--- src/rtl/alu_pkg.sv ---
// Shared constants and state type for the pipelined ALU control stage.
package alu_pkg;

  localparam int unsigned CODE_W = 4;
  localparam int unsigned FN_W   = 6;
  localparam int unsigned AOP_W  = 2;
  localparam int unsigned CNT_W  = 8;

  localparam logic [CODE_W-1:0] OP_AND  = 4'b0000;
  localparam logic [CODE_W-1:0] OP_OR   = 4'b0001;
  localparam logic [CODE_W-1:0] OP_ADD  = 4'b0010;
  localparam logic [CODE_W-1:0] OP_XOR  = 4'b0011;
  localparam logic [CODE_W-1:0] OP_SLL  = 4'b0100;
  localparam logic [CODE_W-1:0] OP_SRL  = 4'b0101;
  localparam logic [CODE_W-1:0] OP_SUB  = 4'b0110;
  localparam logic [CODE_W-1:0] OP_SLT  = 4'b0111;
  localparam logic [CODE_W-1:0] OP_MULT = 4'b1000;
  localparam logic [CODE_W-1:0] OP_DIV  = 4'b1001;
  localparam logic [CODE_W-1:0] OP_NOR  = 4'b1100;
  localparam logic [CODE_W-1:0] OP_NOP  = 4'b1111;

  localparam logic [FN_W-1:0] FN_ADD  = 6'b100000;
  localparam logic [FN_W-1:0] FN_SUB  = 6'b100010;
  localparam logic [FN_W-1:0] FN_AND  = 6'b100100;
  localparam logic [FN_W-1:0] FN_OR   = 6'b100101;
  localparam logic [FN_W-1:0] FN_XOR  = 6'b100110;
  localparam logic [FN_W-1:0] FN_NOR  = 6'b100111;
  localparam logic [FN_W-1:0] FN_SLT  = 6'b101010;
  localparam logic [FN_W-1:0] FN_SLL  = 6'b000000;
  localparam logic [FN_W-1:0] FN_SRL  = 6'b000010;
  localparam logic [FN_W-1:0] FN_MULT = 6'b011000;
  localparam logic [FN_W-1:0] FN_DIV  = 6'b011010;

  localparam logic [AOP_W-1:0] AOP_LS  = 2'b00;
  localparam logic [AOP_W-1:0] AOP_BR  = 2'b01;
  localparam logic [AOP_W-1:0] AOP_RT  = 2'b10;
  localparam logic [AOP_W-1:0] AOP_ORI = 2'b11;

  typedef enum logic {IDLE, MD} state_t;

endpackage

--- src/rtl/alu_decode.sv ---
// Combinational ALUOp/funct decode into an operation code, illegal flag and multi-cycle flag.
module alu_decode
  import alu_pkg::*;
#(
  parameter int unsigned FUNC_W  = 6,
  parameter int unsigned ALUOP_W = 2,
  parameter int unsigned OP_W    = 4
) (
  input  logic [FUNC_W-1:0]  func,
  input  logic [ALUOP_W-1:0] alu_op,
  output logic [OP_W-1:0]    op_next,
  output logic               illegal_next,
  output logic               is_md
);

  logic [FN_W-1:0]   fn;
  logic [AOP_W-1:0]  aop;
  logic              hi_nz;
  logic [CODE_W-1:0] code;

  always_comb begin
    fn           = func[FN_W-1:0];
    aop          = alu_op[AOP_W-1:0];
    hi_nz        = ((func >> FN_W) != '0) || ((alu_op >> AOP_W) != '0);
    code         = OP_NOP;
    illegal_next = 1'b0;
    is_md        = 1'b0;
    case (aop)
      AOP_LS:  code = OP_ADD;
      AOP_BR:  code = OP_SUB;
      AOP_ORI: code = OP_OR;
      default: begin
        case (fn)
          FN_ADD:  code = OP_ADD;
          FN_SUB:  code = OP_SUB;
          FN_AND:  code = OP_AND;
          FN_OR:   code = OP_OR;
          FN_XOR:  code = OP_XOR;
          FN_NOR:  code = OP_NOR;
          FN_SLT:  code = OP_SLT;
          FN_SLL:  code = OP_SLL;
          FN_SRL:  code = OP_SRL;
          FN_MULT: begin code = OP_MULT; is_md = 1'b1; end
          FN_DIV:  begin code = OP_DIV;  is_md = 1'b1; end
          default: illegal_next = 1'b1;
        endcase
      end
    endcase
    // Non-zero bits above the decoded field make the whole instruction illegal.
    if (hi_nz) begin
      code         = OP_NOP;
      illegal_next = 1'b1;
      is_md        = 1'b0;
    end
    op_next = OP_W'(code);
  end

endmodule

--- src/rtl/alu_ctrl_pipe.sv ---
// Registered ALU control stage with stall/flush handling and a MULT/DIV stall sequencer.
module alu_ctrl_pipe
  import alu_pkg::*;
#(
  parameter int unsigned FUNC_W    = 6,
  parameter int unsigned ALUOP_W   = 2,
  parameter int unsigned OP_W      = 4,
  parameter int unsigned MD_CYCLES = 8
) (
  input  logic               clk,
  input  logic               rst,
  input  logic               in_valid,
  input  logic               stall,
  input  logic               flush,
  input  logic [FUNC_W-1:0]  func,
  input  logic [ALUOP_W-1:0] alu_op,
  output logic [OP_W-1:0]    operation,
  output logic               out_valid,
  output logic               illegal,
  output logic               md_start,
  output logic               stall_req
);

  state_t           state_q, state_d;
  logic [CNT_W-1:0] cnt_q, cnt_d;
  logic [OP_W-1:0]  op_d;
  logic             valid_d, illegal_d, md_start_d, stall_req_d;

  logic [OP_W-1:0]  dec_op;
  logic             dec_illegal, dec_md;

  alu_decode #(
    .FUNC_W (FUNC_W),
    .ALUOP_W(ALUOP_W),
    .OP_W   (OP_W)
  ) u_decode (
    .func        (func),
    .alu_op      (alu_op),
    .op_next     (dec_op),
    .illegal_next(dec_illegal),
    .is_md       (dec_md)
  );

  // State and output registers.
  always_ff @(posedge clk) begin
    if (rst) begin
      state_q   <= IDLE;
      cnt_q     <= '0;
      operation <= OP_W'(OP_NOP);
      out_valid <= 1'b0;
      illegal   <= 1'b0;
      md_start  <= 1'b0;
      stall_req <= 1'b0;
    end else begin
      state_q   <= state_d;
      cnt_q     <= cnt_d;
      operation <= op_d;
      out_valid <= valid_d;
      illegal   <= illegal_d;
      md_start  <= md_start_d;
      stall_req <= stall_req_d;
    end
  end

  // Next-state and next-output logic; everything holds unless changed below.
  always_comb begin
    state_d     = state_q;
    cnt_d       = cnt_q;
    op_d        = operation;
    valid_d     = out_valid;
    illegal_d   = illegal;
    md_start_d  = 1'b0;
    stall_req_d = stall_req;
    case (state_q)
      IDLE: begin
        if (flush) begin
          valid_d   = 1'b0;
          illegal_d = 1'b0;
        end else if (stall) begin
          valid_d = out_valid;
        end else if (in_valid) begin
          op_d      = dec_op;
          illegal_d = dec_illegal;
          valid_d   = 1'b1;
          if (dec_md) begin
            md_start_d  = 1'b1;
            stall_req_d = 1'b1;
            cnt_d       = CNT_W'(MD_CYCLES - 1);
            state_d     = MD;
          end
        end else begin
          valid_d = 1'b0;
        end
      end
      MD: begin
        if (flush) begin
          state_d     = IDLE;
          cnt_d       = '0;
          valid_d     = 1'b0;
          illegal_d   = 1'b0;
          stall_req_d = 1'b0;
        end else if (cnt_q == '0) begin
          state_d     = IDLE;
          valid_d     = 1'b0;
          stall_req_d = 1'b0;
        end else begin
          cnt_d = cnt_q - CNT_W'(1);
        end
      end
      default: begin
        state_d     = IDLE;
        stall_req_d = 1'b0;
      end
    endcase
  end

endmodule
--- config.mk ---
export PLATFORM = sky130hd
export DESIGN_NAME = alu_ctrl_pipe
export DESIGN_NICKNAME = d
export VERILOG_FILES = /design/src/rtl/alu_pkg.sv /design/src/rtl/alu_decode.sv /design/src/rtl/alu_ctrl_pipe.sv
export SDC_FILE = /design/constraint.sdc
export NUM_CORES = 1
export LEC_CHECK = 0
export CAP_MARGIN = 25
export CORE_MARGIN = 4
export CORE_UTILIZATION = 44
export DETAILED_ROUTE_END_ITERATION = 6
export PLACE_DENSITY = 0.76
export SLEW_MARGIN = 25
export SYNTH_ARGS = -nofsm -noshare
export SYNTH_HDL_FRONTEND = slang
export SYNTH_HIERARCHICAL = 1
export SYNTH_SLANG_ARGS = --single-unit
--- constraint.sdc ---
create_clock -name clk -period 2.5 [get_ports clk]
set_input_delay 0.75 -clock clk [delete_from_list [all_inputs] [get_ports clk]]
set_output_delay 0.75 -clock clk [all_outputs]
set_load 0.02 [all_outputs]
==> flow_summary.yaml, run 1 <==
drt:
  first_pass_iters: 4
  ant_nets: 0
  vias_per_cell: 5.720
  drt_iter0_markers: 34
  vias: 1104
  route.detailed.drc: 0
  drt_wl_total_um: 2798
  routedWlPerCell_um: 14.50
timing:
  hold_violations: 0
  holdWs_ps: 480.7
  slew_headroom_pct: 65.48
  fin_skew_ps: 4.233
  max_freq_mhz: 413.6
  final.period_utilization_pct: 96.71
  tightest_slew_ps: 513.5
  finalSetupViolations: 0
  drv_slew: 0
  period_needed_ps: 2418
  setup_ws_ps: 82.28
layout:
  final_nets: 181
  layout_commonest_cell: "buf_4"
  drive_gt1_share_pct: 21.82
  design_area_mm2: 0.001475
  syn2layout_area_growth_pct: 41.54
  final_cell_mix: "buf_4 (19), dfxtp_1 (17), clkdlybuf4s50_1 (17)"
  insertedDiodeCount: 0
pwr:
  irDropWorstVdd_mv: 0.3762
  p_total_mw: 0.5361
  p_leak_nw: 0.6089
  power_density_mw_per_mm2: 363.4
grt:
  grt_pass1_wl_um: 4547
  grt_max_degree: 15
  grt_overflow: 0
  antenna_found_initial: 0
  grt_pass1_vias: 1064
  track_usage_pct: 17.50
place:
  pre_cts_slack_ps: -380.1
  place_area_mm2: 0.001388
  hpwl_um: 2091
  place_congestion: 0.9597
  io_buffers: 20
synthesis:
  yosysSeqAreaShare_pct: 32.65
  ys_ff_latch: 17
  synth_cell_type_count: 48
  synthArstFlopShare_pct: 0
  avgSynthCellArea_um2: 8.338
  yosys.area.top_type: "dfxtp_1"
  synth.cell_area_mm2: 0.001042
  synth.net_count: 140
  synth_top_cell_area_share_pct: 32.65
  synth_edf_count: 0
  ys.flop_type: "dfxtp_1"
  syn_inst: 125
  yosysWarnings: 6
  synth_area_leaders: "dfxtp_1 (33%), nand2_1 (4.7%), a21oi_1 (3.8%)"
worst_setup_path:
  path_class: "input port to register"
  crit_required_ps: 2760
  cp_cell_sequence: "clkdlybuf4s50_1, inv_1, nand2_2, nor3_4, buf_4, nor4bb_2, buf_4, a21o_4, or4_4, nand2_1"
  end_kind: "register"
  cpMostUsedCell: "buf_4"
  crit_slowest_cell: "or4_4"
  critPathMaxFanout: 5
  worstPathArrival_ps: 2680
  path_buf_inv: 4
  startpoint_type: "input port"
  max_stage_delay_ps: 500
  cpLargestDelayFamily: "simple AND/OR/NAND/NOR gates"
status:
  outcome: "finished clean"
floorplanning:
  core_mm2: 0.002233
  dieHeight_um: 56.67
  die_area_mm2: 0.003211
  rows: 17
  start_util_pct: 46.67
  boundaryPins: 21
  die_w_um: 56.67
clock_network:
  root_buffer: "clkbuf_4"
  cts.sinks: 17
  clkLatencyLatePin_ps: 300
  cts_tree: "done"
  clk_pin_slew_ps: 100
  cts_buffers: 3
  hold_buffers: 0
  h-tree-depth: 1
  cts_max_path_buffers: 2
hold_path:
  hold_class: "register to register"
job:
  max_cap_violations: 0
state kept, by name, indices dropped and copies added, names as in the netlist:
signal / flops
cnt_q: 8
operation: 4
illegal: 1
md_start: 1
out_valid: 1
stall_req: 1
state_q: 1
metrics by stage:
step	instances	util, %	TNS [ps]
after floorplan	125	-	0
after global placement	187	62.13	-1953
after detailed placement	187	62.13	-2651
after CTS	191	63.53	0
after global routing	193	66.05	-1.221
final	193	66.05	0
path summary, 6_finish.rpt:
kind | start | end | slack, ps | depth (start not counted)
max | alu_op[0] | cnt_q[4] | 80 | 10
min | cnt_q[7] | cnt_q[7] | 480 | 2
max reg2reg | cnt_q[0] | cnt_q[3] | 700 | 6
min reg2reg | cnt_q[7] | cnt_q[7] | 480 | 2
routing by layer:
metal	part of all wire, %	track usage [%]
met5	0	0
met4	2.0	8.136
met3	4.1	2.299
met2	52	31.68
met1	42	19.97
cells by family after synthesis:
kind of cell	after synthesis	synth area share [%]
xor gates and xnor gates	2	1.681
muxes	4	3.842
AOI/OAI and AO/OA	36	24.25
DFF	17	32.65
adders and majority gates	2	2.401
buffers and inverters	11	4.921
and+or+nand+nor	53	30.25
area by class of cell:
class / instances / area (µm²)
Clock buffer: 4 / 26.28
Fill cell: 189 / 758.2
Inverter: 7 / 26.28
Multi-Input combinational cell: 97 / 685.7
Sequential cell: 17 / 340.3
Tap cell: 28 / 35.03
Timing Repair Buffer: 40 / 361.6
synthesized netlist by cell type, drive strengths merged (3+ instances only):
master	number
a21boi	3
nor3	4
nor2b	4
o21ai	6
nor2	10
o31ai	3
or3	4
buf	3
inv	7
mux2i	4
a21oi	8
dfxtp	17
or4	3
nand2	13
o211ai	3
worst reg2reg max path: stages (launching register included):
cell	delay [ps]
dfxtp_1	390
inv_1	110
ha_1	200
nor3b_1	150
and4_4	230
or4_1	510
a21oi_1	150
report_power, final:
part,leakage (nW),internal (mW),switching (mW)
clock,0.0150,0.0624,0.0921
combinational,0.456,0.0572,0.0482
sequential,0.138,0.274,0.00192
repair_timing:
action	in CTS	in global routing
setup endpoints to repair	5	6
setup buffers	0	2
pin swaps	0	5
resized for setup	1	10
(Power assumes the default switching activity.)
==> run 2: changes to the inputs <==
--- a/config.mk
+++ b/config.mk
@@ -6,9 +6,11 @@
 export NUM_CORES = 1
 export LEC_CHECK = 0
 export CAP_MARGIN = 25
+export CORE_ASPECT_RATIO = 1.25
 export CORE_MARGIN = 4
 export CORE_UTILIZATION = 44
 export DETAILED_ROUTE_END_ITERATION = 6
+export HOLD_SLACK_MARGIN = 0.1
 export PLACE_DENSITY = 0.76
 export SLEW_MARGIN = 25
 export SYNTH_ARGS = -nofsm -noshare
==> flow_summary.yaml, run 2 (synthesis gave the netlist of run 1 again) <==
job:
  max_cap_violations: 0
timing:
  final.period_utilization_pct: 93.46
  tightest_slew_ps: 458.8
  max_freq_mhz: 428.0
  rsz0062_at_grt: "no"
  fin_skew_ps: 9.026
  period_needed_ps: 2336
  finalSetupViolations: 0
  drv_slew: 0
  setup_ws_ps: 163.6
  fin_tns_setup_ps: 0
  holdWs_ps: 487.4
  slew_headroom_pct: 69.16
  hold_violations: 0
clock_network:
  root_buffer: "clkbuf_4"
  cts_max_path_buffers: 2
  cts_buffers: 3
  h-tree-depth: 1
  cts_tree: "done"
  clk_pin_slew_ps: 110
  clkLatencyLatePin_ps: 310
  hold_buffers: 0
  cts.sinks: 17
pwr:
  power_density_mw_per_mm2: 369.0
  irDropWorstVdd_mv: 0.3449
  p_total_mw: 0.5361
  p_leak_nw: 0.5954
grt:
  grt_overflow: 0
  antenna_found_initial: 0
  track_usage_pct: 16.95
  grt_pass1_vias: 1052
  grt_pass1_wl_um: 4340
  grt-busiest-layer: "met2"
  grt_max_degree: 15
  met2_usage_pct: 28.34
  globalRouteMet1Util_pct: 19.97
  met3_usage_pct: 4.057
layout:
  insertedDiodeCount: 0
  final_cell_mix: "dfxtp_1 (17), clkdlybuf4s50_1 (17), buf_4 (17)"
  syn2layout_area_growth_pct: 39.38
  largest_reg_flops: 8
  top_regs: "cnt_q: 8 flops, operation: 4 flops"
  drive_gt1_share_pct: 20.25
  design_area_mm2: 0.001453
  final_nets: 179
  regMostFlops: "cnt_q"
drt:
  ant_nets: 0
  route.detailed.drc: 0
  drt_iter0_markers: 17
  first_pass_iters: 4
  drt_wl_total_um: 2662
  vias: 1077
  vias_per_cell: 5.552
  routedWlPerCell_um: 13.72
worst_setup_path:
  crit_required_ps: 2750
  crit_slowest_cell: "clkdlybuf4s50_1"
  rr_startpoint: "cnt_q[0]"
  cp-startpoint: "alu_op[0]"
  path_buf_inv: 3
  r2r_end: "cnt_q[3]"
  crit_end: "cnt_q[5]"
  end_kind: "register"
  ff2ff_path_depth: 6
  max_stage_delay_ps: 420
  startpoint_type: "input port"
  path_class: "input port to register"
  worstPathArrival_ps: 2590
  critPathMaxFanout: 3
  ff2ff_setup_slack_ps: 700
  cp_num_cells: 9
  cpLargestDelayFamily: "simple AND/OR/NAND/NOR gates"
  cp_cell_sequence: "clkdlybuf4s50_1, inv_1, nand2_1, nor3_4, and4bb_2, buf_6, o2111ai_2, or3_1, a21oi_2"
status:
  outcome: "finished clean"
place:
  hpwl_um: 1999
  io_buffers: 20
  place_area_mm2: 0.001391
  place_congestion: 0.8710
  pre_cts_slack_ps: -331.2
hold_path:
  hold_class: "register to register"
floorplanning:
  core_mm2: 0.002235
  rows: 19
  dieHeight_um: 62.42
  boundaryPins: 21
  die_w_um: 51.53
  start_util_pct: 46.64
  die_area_mm2: 0.003216
run 2: cell type report:
type	count	area, µm²
fill	189	782.0
multi-input combinational	97	674.4
timing repair buffer	38	346.6
sequential	17	340.3
tap	31	38.79
clock buffer	4	26.28
inverter	7	26.28
run 2: report_power, final:
group	leakage, nW	total, mW	switching, mW	internal, mW
registers	0.138	0.276	0.00192	0.274
clock network	0.0150	0.156	0.0932	0.0623
logic	0.443	0.104	0.0480	0.0562
total	0.595	0.536	0.143	0.393
run 2: worst min-delay path by stage:
| stage | start | to | depth (start not counted) |
|---|---|---|---|
| 2_1_floorplan | cnt_q[7] | cnt_q[7] | 2 |
| 3_3_place_gp | cnt_q[7] | cnt_q[7] | 2 |
| 3_5_place_dp | operation[3] | operation[3] | 2 |
| 4_1_cts | cnt_q[7] | cnt_q[7] | 2 |
| 5_1_grt | out_valid | out_valid | 2 |
| 6_report | operation[3] | operation[3] | 2 |
run 2: layer usage:
metal	wire length, µm	vias to the layer above
met2	1325	35
met4	56	0
met5	0	-
li1	-	537
met1	1132	499
met3	147	6
run 2: worst min-delay path, cell delays in order, from the launching register on:
cell	delay (ps)
dfxtp_1	340
mux2i_1	70
nand2_1	60
run 2: timing repair:
action / in CTS / in global routing
gates resized for setup: 1 / 9
gates cloned: 0 / 0
setup buffers: 0 / 0
endpoints found under the setup margin: 2 / 4
pin swaps: 0 / 5
run 2: stage by stage:
step | util [%] | cells
2_1_floorplan | - | 125
3_3_place_gp | 62.26 | 190
3_5_place_dp | 62.26 | 190
4_1_cts | 63.66 | 194
5_1_grt | 65.01 | 194
6_report | 65.01 | 194
==> run 3: changes to the inputs <==
--- a/config.mk
+++ b/config.mk
@@ -5,7 +5,7 @@
 export SDC_FILE = /design/constraint.sdc
 export NUM_CORES = 1
 export LEC_CHECK = 0
-export CAP_MARGIN = 25
+export CAP_MARGIN = 40
 export CORE_ASPECT_RATIO = 1.25
 export CORE_MARGIN = 4
 export CORE_UTILIZATION = 44
==> constraint.sdc (replaced) <==
create_clock -name clk -period 2.4 [get_ports clk]
set_input_delay 0.72 -clock clk [delete_from_list [all_inputs] [get_ports clk]]
set_output_delay 0.72 -clock clk [all_outputs]
set_load 0.02 [all_outputs]
==> flow_summary.yaml, run 3 (synthesis gave the netlist of run 1 again) <==
status:
  outcome: "finished clean"
layout:
  regMostFlops: "cnt_q"
  seq_area_um2: 340.3
  drive_gt1_share_pct: 19.63
  top_regs: "cnt_q: 8 flops, operation: 4 flops"
  design_area_mm2: 0.001450
  nFillCells: 208
  largest_reg_flops: 8
  final_util_pct: 64.89
  insertedDiodeCount: 0
  multiInputGateArea_um2: 668.1
  syn2layout_area_growth_pct: 39.14
  final_nets: 179
  final_cell_mix: "dfxtp_1 (17), clkdlybuf4s50_1 (17), buf_4 (17)"
hold_path:
  hold_end: "operation[1]"
  hold_depth: 2
  holdCritStartpoint: "operation[1]"
  hold_class: "register to register"
drt:
  vias: 1054
  drt_wl_total_um: 2611
  vias_per_cell: 5.433
  routedWlPerCell_um: 13.46
  ant_nets: 0
  drt_iter0_markers: 11
  first_pass_iters: 4
  route.detailed.drc: 0
worst_setup_path:
  rr_startpoint: "cnt_q[0]"
  startpoint_type: "input port"
  end_kind: "register"
  critPathMaxFanout: 3
  crit_required_ps: 2650
  ff2ff_path_depth: 6
  worstPathArrival_ps: 2520
  path_class: "input port to register"
  ff2ff_setup_slack_ps: 590
  r2r_end: "cnt_q[3]"
clock_network:
  cts_buffers: 3
  root_buffer: "clkbuf_4"
  clkLatencyLatePin_ps: 300
  clk_pin_slew_ps: 120
  hold_buffers: 0
  cts_tree: "done"
  cts_max_path_buffers: 2
  h-tree-depth: 1
  cts.sinks: 17
  cts_setup_buffers: 0
grt:
  grt_pass1_vias: 1072
  grt_max_degree: 15
  grt_pass1_wl_um: 4326
  antenna_found_initial: 0
  track_usage_pct: 16.75
  grt_overflow: 0
timing:
  period_needed_ps: 2272
  slew_headroom_pct: 70.30
  final.period_utilization_pct: 94.67
  hold_violations: 0
  tightest_slew_ps: 444.8
  fin_tns_setup_ps: 0
  fin_skew_ps: 11.42
  holdWs_ps: 477.7
  finalSetupViolations: 0
  drv_slew: 0
  rsz0062_at_grt: "no"
  max_freq_mhz: 440.1
floorplanning:
  die_w_um: 51.53
  die_area_mm2: 0.003216
  core_mm2: 0.002235
  start_util_pct: 46.64
  dieHeight_um: 62.42
  boundaryPins: 21
  rows: 19
pwr:
  irDropWorstVdd_mv: 0.3046
  p_total_mw: 0.5610
  p_leak_nw: 0.5961
  power_density_mw_per_mm2: 386.8
job:
  max_cap_violations: 0
place:
  hpwl_um: 2041
  place_congestion: 0.8798
  io_buffers: 20
  place_area_mm2: 0.001391
run 3: changes by cell type in the layout (fill, tap and decap cells not counted):
cell,change
o2111ai_2,-1
and4bb_1,+1
clkinvlp_4,+1
and4bb_2,-1
clkbuf_1,-1
o2111ai_1,+1
run 3: critical path, cell delays in order:
cell and delay, ps:
clkdlybuf4s50_1 420, inv_1 80, nand2_1 110, nor3_4 200, and4bb_1 270, buf_6 120, o211ai_1 80, or3_1 410
a21oi_2 110
run 3: final cells by class:
class                      instances  area share (%)
timing repair buffer              38           23.90
inverter                           7           1.812
tap                               31           2.675
clock buffer                       3           1.553
multi-input combinational         97           46.07
sequential                        17           23.47
clock inverter                     1          0.5177
run 3: routing by layer:
metal,up-vias,track usage [%],routed length (µm)
met2,27,29.46,1307
li1,539,-,-
met1,484,18.88,1153
met5,-,0,0
met4,0,5.246,29
met3,4,4.773,119
run 3: where the power goes:
part / leakage (nW) / switching (mW) / internal [mW]
combinational: 0.445 / 0.0501 / 0.0593
clock: 0.0139 / 0.100 / 0.0634
sequential: 0.138 / 0.00198 / 0.286
run 3: worst max path at each step:
stage,from,to,slack [ps],depth (start not counted)
3_3_place_gp,func[0],cnt_q[3],-320,7
3_5_place_dp,func[0],cnt_q[3],-400,7
2_1_floorplan,func[0],cnt_q[6],130,6
5_1_grt,alu_op[0],cnt_q[7],30,9
4_1_cts,func[0],cnt_q[6],0.7,7
6_report,alu_op[0],cnt_q[7],130,9
run 3: stage by stage:
step	setup WS, ps	std cells
2_1_floorplan	129.1	125
3_3_place_gp	-318.7	190
3_5_place_dp	-403.2	190
4_1_cts	0.7299	194
5_1_grt	28.25	194
6_report	127.8	194
run 3: what timing repair did:
action,in CTS,in global routing
pin swaps,2,5
resized for setup,1,7
setup endpoints to repair,5,6
endpoints found under the hold margin,0,0
